## src/rtl/alu_op_sequencer.sv

```systemverilog
// alu_op_sequencer: turns front-panel presses into two operands, one ALU start
// and a held result for the seven-segment display.
module alu_op_sequencer #(
  parameter int DIGITS  = 4,
  parameter int TIMEOUT = 16
) (
  input  logic        clk,
  input  logic        clear,
  input  logic        next,
  input  logic [2:0]  MS,
  input  logic [3:0]  Din,
  input  logic        level,
  input  logic        alu_done,
  input  logic [15:0] alu_result,
  output logic [15:0] op_a,
  output logic [15:0] op_b,
  output logic [2:0]  alu_op,
  output logic        alu_start,
  output logic [15:0] result,
  output logic        Done_out,
  output logic        busy,
  output logic        err,
  output logic [2:0]  state
);

  localparam int              TW         = (TIMEOUT > 1) ? $clog2(TIMEOUT) : 1;
  localparam logic [2:0]      LAST_DIGIT = 3'(DIGITS);
  localparam logic [TW-1:0]   LAST_WAIT  = TW'(TIMEOUT - 1);
  localparam logic [TW-1:0]   WAIT_STEP  = TW'(1);

  typedef enum logic [2:0] {
    S_IDLE   = 3'd0,
    S_LOAD_A = 3'd1,
    S_LOAD_B = 3'd2,
    S_ISSUE  = 3'd3,
    S_WAIT   = 3'd4,
    S_SHOW   = 3'd5
  } state_t;

  state_t        r_state;
  logic          r_s1;
  logic          r_s2;
  logic          r_s3;
  logic [2:0]    r_cnt;
  logic [TW-1:0] r_wait;
  logic [15:0]   r_opA;
  logic [15:0]   r_opB;
  logic [15:0]   r_result;
  logic [2:0]    r_aluOp;
  logic          r_err;

  logic          w_press;
  logic [2:0]    w_cntNext;
  logic          w_operandEnd;

  assign w_press      = r_s3 & ~r_s2;
  assign w_cntNext    = r_cnt + 3'd1;
  assign w_operandEnd = level | (w_cntNext == LAST_DIGIT);

  // Two-flop synchronizer plus one delay flop; idle level of the button is 1.
  always_ff @(posedge clk or posedge clear) begin
    if (clear) begin
      r_s1 <= 1'b1;
      r_s2 <= 1'b1;
      r_s3 <= 1'b1;
    end else begin
      r_s1 <= next;
      r_s2 <= r_s1;
      r_s3 <= r_s2;
    end
  end

  always_ff @(posedge clk or posedge clear) begin
    if (clear) begin
      r_state  <= S_IDLE;
      r_cnt    <= 3'd0;
      r_wait   <= '0;
      r_opA    <= 16'h0000;
      r_opB    <= 16'h0000;
      r_result <= 16'h0000;
      r_aluOp  <= 3'd0;
      r_err    <= 1'b0;
    end else begin
      case (r_state)
        S_IDLE: begin
          if (w_press) begin
            r_opA    <= {12'b0, Din};
            r_opB    <= 16'h0000;
            r_result <= 16'h0000;
            r_err    <= 1'b0;
            if (level || DIGITS == 1) begin
              r_cnt   <= 3'd0;
              r_state <= S_LOAD_B;
            end else begin
              r_cnt   <= 3'd1;
              r_state <= S_LOAD_A;
            end
          end
        end
        S_LOAD_A: begin
          if (w_press) begin
            r_opA <= {r_opA[11:0], Din};
            if (w_operandEnd) begin
              r_cnt   <= 3'd0;
              r_state <= S_LOAD_B;
            end else begin
              r_cnt <= w_cntNext;
            end
          end
        end
        S_LOAD_B: begin
          if (w_press) begin
            r_opB <= {r_opB[11:0], Din};
            r_cnt <= w_cntNext;
            if (w_operandEnd) r_state <= S_ISSUE;
          end
        end
        S_ISSUE: begin
          r_aluOp <= MS;
          r_wait  <= '0;
          r_state <= S_WAIT;
        end
        // A done arriving on the final timeout cycle takes priority over the error.
        S_WAIT: begin
          if (alu_done) begin
            r_result <= alu_result;
            r_state  <= S_SHOW;
          end else if (r_wait == LAST_WAIT) begin
            r_result <= 16'h0000;
            r_err    <= 1'b1;
            r_state  <= S_SHOW;
          end else begin
            r_wait <= r_wait + WAIT_STEP;
          end
        end
        S_SHOW: begin
          if (w_press) r_state <= S_IDLE;
        end
        default: r_state <= S_IDLE;
      endcase
    end
  end

  assign op_a      = r_opA;
  assign op_b      = r_opB;
  assign alu_op    = r_aluOp;
  assign result    = r_result;
  assign err       = r_err;
  assign alu_start = (r_state == S_ISSUE);
  assign busy      = (r_state == S_ISSUE) || (r_state == S_WAIT);
  assign Done_out  = (r_state == S_SHOW);
  assign state     = r_state;

endmodule

```

## config.mk

```make
export PLATFORM = sky130hd
export DESIGN_NAME = alu_op_sequencer
export DESIGN_NICKNAME = d
export VERILOG_FILES = /design/src/rtl/alu_op_sequencer.sv
export SDC_FILE = /design/constraint.sdc
export NUM_CORES = 1
export LEC_CHECK = 0
export CAP_MARGIN = 0
export CORE_MARGIN = 8
export CORE_UTILIZATION = 25
export DETAILED_ROUTE_END_ITERATION = 16
export SLEW_MARGIN = 10
export SYNTH_ARGS = -nofsm -noshare
export SYNTH_HDL_FRONTEND = slang
export SYNTH_SLANG_ARGS = --single-unit
```

## constraint.sdc

```tcl
create_clock -name clk -period 2.5 [get_ports clk]
set_input_delay 0.75 -clock clk [delete_from_list [all_inputs] [get_ports clk]]
set_output_delay 0.75 -clock clk [all_outputs]
set_load 0.005 [all_outputs]
```

Word-level counts from Yosys, hierarchy flattened. Cells that the tools add are included.

Input bits: 28. Word-level logic and storage cells: 79. Flip-flop bits (word level): 65.

$add $sub $neg: 2. Bitwise logic cells: 3. Equality and inequality tests: 17. Reductions and logical operators: 14. Multiplexer cells: 32.

Operators by type and width (number): $mux W16 (6); $pmux W16 S2 (3); $mux W3 (12); $pmux W3 S6 (1); $ne A2 B2 Y1 const B (8); $reduce_and A3 Y1 (4); $eq A3 B3 Y1 const B (3); $pmux W3 S3 (1); $mux W4 (2); $pmux W4 S2 (1); $reduce_and A4 Y1 (2); $reduce_bool A2 Y1 (4); $reduce_and A7 Y1 (1); $eq A3 B2 Y1 const B (2); $add A4 B1 Y4 const B (1); $eq A4 B4 Y1 const B (1); $mux W1 (4); $add A3 B1 Y3 const B (1); $eq A3 B1 Y1 const B (1); $logic_not A3 Y1 (1); $ne A3 B3 Y1 const B (1); $reduce_bool A3 Y1 (1); $mux W2 (1); $ne A2 B1 Y1 const B (1); other kinds (5) (5).

Depth between registers and ports, before layout. Gate-level depths: netlist (run 1).

Depth in word-level cells: 6. Depth in mapped cells: 7. Mapped depth without buffers: 6.

Worst setup path after synthesis (run 1). Ideal clock, no wire load.

Path type: reg2reg. From: register r_state[0], in the netlist state[0]. To: register r_state[0], in the netlist state[0]. Data arrival time: 1855 ps. Cell stages (with the launch flop): 7. Path slack: 521 ps. Period minus slack after synthesis: 1979 ps. Path buffers: 2. Path through: dfrtp_1 buf_6 or3b_1 buf_6 or3_4 nand3_1 mux2_2.

Word-level cells in the longest chain between the ends: 3. Elaborated cells on any way between the ends: 15. Those cells by class: eq/ne (12); mux (1); reduce/logical (2).

Ends and longest elaborated chain: start: declaration (line 40) `state_t r_state;`; start signal: assignment (line 75) `r_state <= S_IDLE;`; start signal: assignment (line 93) `r_state <= S_LOAD_B;`; start signal: assignment (line 96) `r_state <= S_LOAD_A;`; $eq A3 B3 Y1 (tied with other cells) (line 84) `case (r_state)`; $ne A3 B3 Y1 (no source line) (tied with other cells); $reduce_and A7 Y1 (no source line).

Parallel ways exist; a longest one is shown, timed or not. A chain may end at the register's enable or synchronous reset.

Final worst setup path (run 1).
From: register r_state[2], in the netlist state[2]. To: output alu_start.

Word-level cells in the longest chain between the ends: 1.

Ends and longest elaborated chain: $eq A3 B2 Y1 (line 149) `assign alu_start = (r_state == S_ISSUE);`; end: declaration (line 18) `output logic alu_start,`.

No other way between the ends.

==> results of run 1 <==
-- cells in the final DEF (no fill, tap or decap), types with 3 or more instances in the layout --
| cell | n |
|---|---|
| ha_1 | 3 |
| clkdlybuf4s50_1 | 84 |
| buf_4 | 6 |
| mux2_2 | 8 |
| and3_1 | 3 |
| dfstp_2 | 3 |
| nor2_1 | 4 |
| nand3_1 | 4 |
| a22o_2 | 10 |
| nor3b_1 | 4 |
| nand2_1 | 65 |
| nor2b_1 | 4 |
| clkbuf_8 | 10 |
| dfrtp_1 | 62 |
| a21oi_1 | 5 |
| a22o_1 | 6 |
| o21ai_0 | 36 |
| clkbuf_1 | 3 |
| inv_1 | 3 |
| nor3_1 | 5 |
-- per-layer routing --
metal,GRT usage,vias to the layer above
li1,-,1092
met1,0.119,1090
met2,0.167,59
met3,0.0532,4
met4,0.0278,0
met5,0,-
-- logic make-up (layout without fill, tap and decap cells) --
family | after synthesis | in the layout | synth area share
and+or+nand+nor | 98 | 98 | 0.161
DFF | 65 | 65 | 0.581
buffers and inverters | 25 | 113 | 0.0442
adders and majority gates | 3 | 3 | 0.0134
AOI/OAI and AO/OA | 68 | 68 | 0.162
muxes | 9 | 9 | 0.0357
xor gates and xnor gates | 1 | 1 | 0.00312
-- registers in the layout (all words and copies together) (netlist names) --
name    flops
err         1
r_s1        1
r_cnt       3
r_s2        1
r_wait      4
op_b       16
r_s3        1
result     16
alu_op      3
state       3
op_a       16
-- stage by stage --
step / setup WS (ns) / hold slack (ns)
floorplan: 0.129 / 0.345
global placement: 0.313 / 0.348
detailed placement: 0.263 / 0.350
CTS: 0.00944 / 0.360
global route: 0.00526 / 0.363
finish: 0.0972 / 0.357
-- critical path, cell delays in order (launching register included) --
cell and delay [ns]:
dfrtp_1 0.39, buf_6 0.17, and3b_2 0.25, clkdlybuf4s50_1 0.51
-- worst min path at each step --
| stage | to | slack, ns | cells after the start |
|---|---|---|---|
| finish | r_s2$_DFF_PP1_ | 0.36 | 0 |
| global route | r_s2$_DFF_PP1_ | 0.36 | 0 |
| CTS | r_s2$_DFF_PP1_ | 0.36 | 0 |
| detailed placement | r_s2$_DFF_PP1_ | 0.35 | 0 |
| global placement | r_s2$_DFF_PP1_ | 0.35 | 0 |
| floorplan | r_s2$_DFF_PP1_ | 0.35 | 0 |
-- layout make-up --
type / count / area (um^2) / area share
multi-input combinational: 179 / 1050 / 0.264
clock inverter: 3 / 40.0 / 0.0101
clock buffer: 13 / 149 / 0.0374
inverter: 4 / 15.0 / 0.00377
sequential: 65 / 1630 / 0.410
timing repair buffer: 93 / 917 / 0.231
tap: 140 / 175 / 0.0440
-- power groups by stage --
| stage | clock network [W] | logic, W | registers (W) |
|---|---|---|---|
| after global routing | 0.000966 | 0.00205 | 0.00176 |
| after detailed placement | 0 | 0.00186 | 0.00171 |
| final | 0.000875 | 0.00182 | 0.00170 |
| after CTS | 0.000924 | 0.00187 | 0.00170 |
| after global placement | 0 | 0.00184 | 0.00171 |
| after floorplan | 0 | 0.000874 | 0.00170 |
==> impl_metrics.json, run 1 <==
{
  "status": "finished clean",
  "route.top_layer_used": "met4",
  "sw_frac_of_total": 0.328,
  "worst-endpoint-arrival_ns": 1.65,
  "nature_of_the_critical_path_startpoint": "flop",
  "syn_avg_cell_area_um2": 10.4,
  "postSynth.asyncResetShare": 1.00,
  "synthDistinctLibCells": 40,
  "synthTopCellsByArea": "dfrtp_1 (55%), nand2_1 (8.7%), o21ai_0 (6.4%)",
  "holdCritStartpoint": "r_s1$_DFF_PP1_",
  "finalWirelength_um": 7350,
  "setup_violations": 0,
  "cts.root.buffer_cell": "clkbuf_8",
  "crit_path_max_fanout": 19,
  "cts_sinks": 65,
  "synth_top_cells_by_count": "nand2_1 (65), dfrtp_1 (62), o21ai_0 (36)",
  "ir_worst_vdd_mv": 0.546,
  "yosys.cell_count.top_type": "nand2_1",
  "finClkSkew_ns": 0.00846,
  "p_total_w": 0.00440,
  "launch_point_of_the_worst_reg_to_reg_path": "state[1]$_DFFE_PP0P_",
  "number_of_max_cap_violations": 0,
  "cts_hold_buf": 0,
  "placementRows": 38,
  "die_w_um": 122,
  "dr_total_vias": 2245,
  "die_h_um": 122,
  "switching_power_w": 0.00144,
  "synthesis.yosys.warnings": 0,
  "n_antenna_cell": 0,
  "critical_path.startpoint": "state[2]$_DFFE_PP0P_",
  "finalHoldViolations": 0,
  "finalCriticalPeriod_ns": 2.40,
  "seq_power_share": 0.386,
  "gpl.final_weighted_congestion": 0.722,
  "critPathCaptureType": "primary output",
  "synth_top_area_share": 0.553,
  "dr_wl_met3_um": 619,
  "tritoncts": "built",
  "drt_first_pass_iters": 4,
  "post_cts_resized": 1,
  "htreeDepth": 3,
  "r2r_end": "op_a[2]$_DFFE_PP0P_",
  "routed_wire_length_per_instance_um": 14.8,
  "placed_area_um2": 3780,
  "clock_power_share": 0.199,
  "criticalPathCategory": "flop to primary output",
  "detail_route.drc_violations": 0,
  "final_core_occ": 0.365,
  "met1_length_um": 3160,
  "grt_pass1_wl_um": 12300,
  "crit_end": "alu_start",
  "r2r_cells": 3,
  "area_of_the_mapped_netlist_um2": 2810,
  "ioPinCount": 86,
  "worst_max_slew_pin_slew_ns": 0.929,
  "hp-class": "flop to flop",
  "num-nets-final": 383,
  "grt_pass1_vias": 2386,
  "grt_antenna_before_repair": 0,
  "power.static_leakage_nw": 1.69,
  "final_cell_area_um2": 3980,
  "fmax_mhz": 416,
  "combinationalPowerShare": 0.415,
  "post_route_cells_drive_above_1_share": 0.134,
  "detail_route.vias_per_cell": 4.52,
  "clk-insertion-delay-late_ns": 0.33,
  "antenna_left": 0,
  "grt_start_max_net_pins": 34,
  "final-max-slew-violation-count": 0,
  "internal-power_w": 0.00295,
  "timing.setup.tns_ns": 0,
  "ys_ff_latch": 65,
  "finish.cell_count_without_fillers": 497,
  "fp.coreArea_um2": 10900,
  "n_fill_cell": 1148,
  "initialDrtViolationCount": 133,
  "global_route.usage.total": 0.104,
  "syn_nets": 300,
  "power_density_nw_per_um2": 1100,
  "max_slew_margin": 0.381,
  "fp.dieArea_um2": 14900,
  "initial_core_util": 0.258,
  "synth_cells": 269,
  "area_growth_pct": 41.8,
  "finalCritPeriodShare": 0.961,
  "ys_seq_area_frac": 0.581,
  "cts_buffers": 9,
  "cts_setup_buffers": 0,
  "clkTransAtPathRegs_ns": 0.07,
  "synth_top_flop_cell": "dfrtp_1",
  "numPlacedInstances": 481,
  "met2_wirelength_um": 3540,
  "io_buffers": 85,
  "cp_data_required_time_ns": 1.75,
  "globalRoute.totalOverflow": 0,
  "synth_enable_flop_cells": 0,
  "synth_top_cell_by_area": "dfrtp_1",
  "clockBufferDepth": 2,
  "place.detailed.hpwl_um": 5190,
  "ff2ff_setup_slack_ns": 0.53,
  "rsz0062_at_grt": "false"
}
No activity file was read; power rests on OpenSTA's default activity.
==> inputs of run 2 (changes only) <==
- SLEW_MARGIN: 10 -> unset
==> results of run 2 <==
The final DEF is identical to that of run 1; final timing and power are the same.
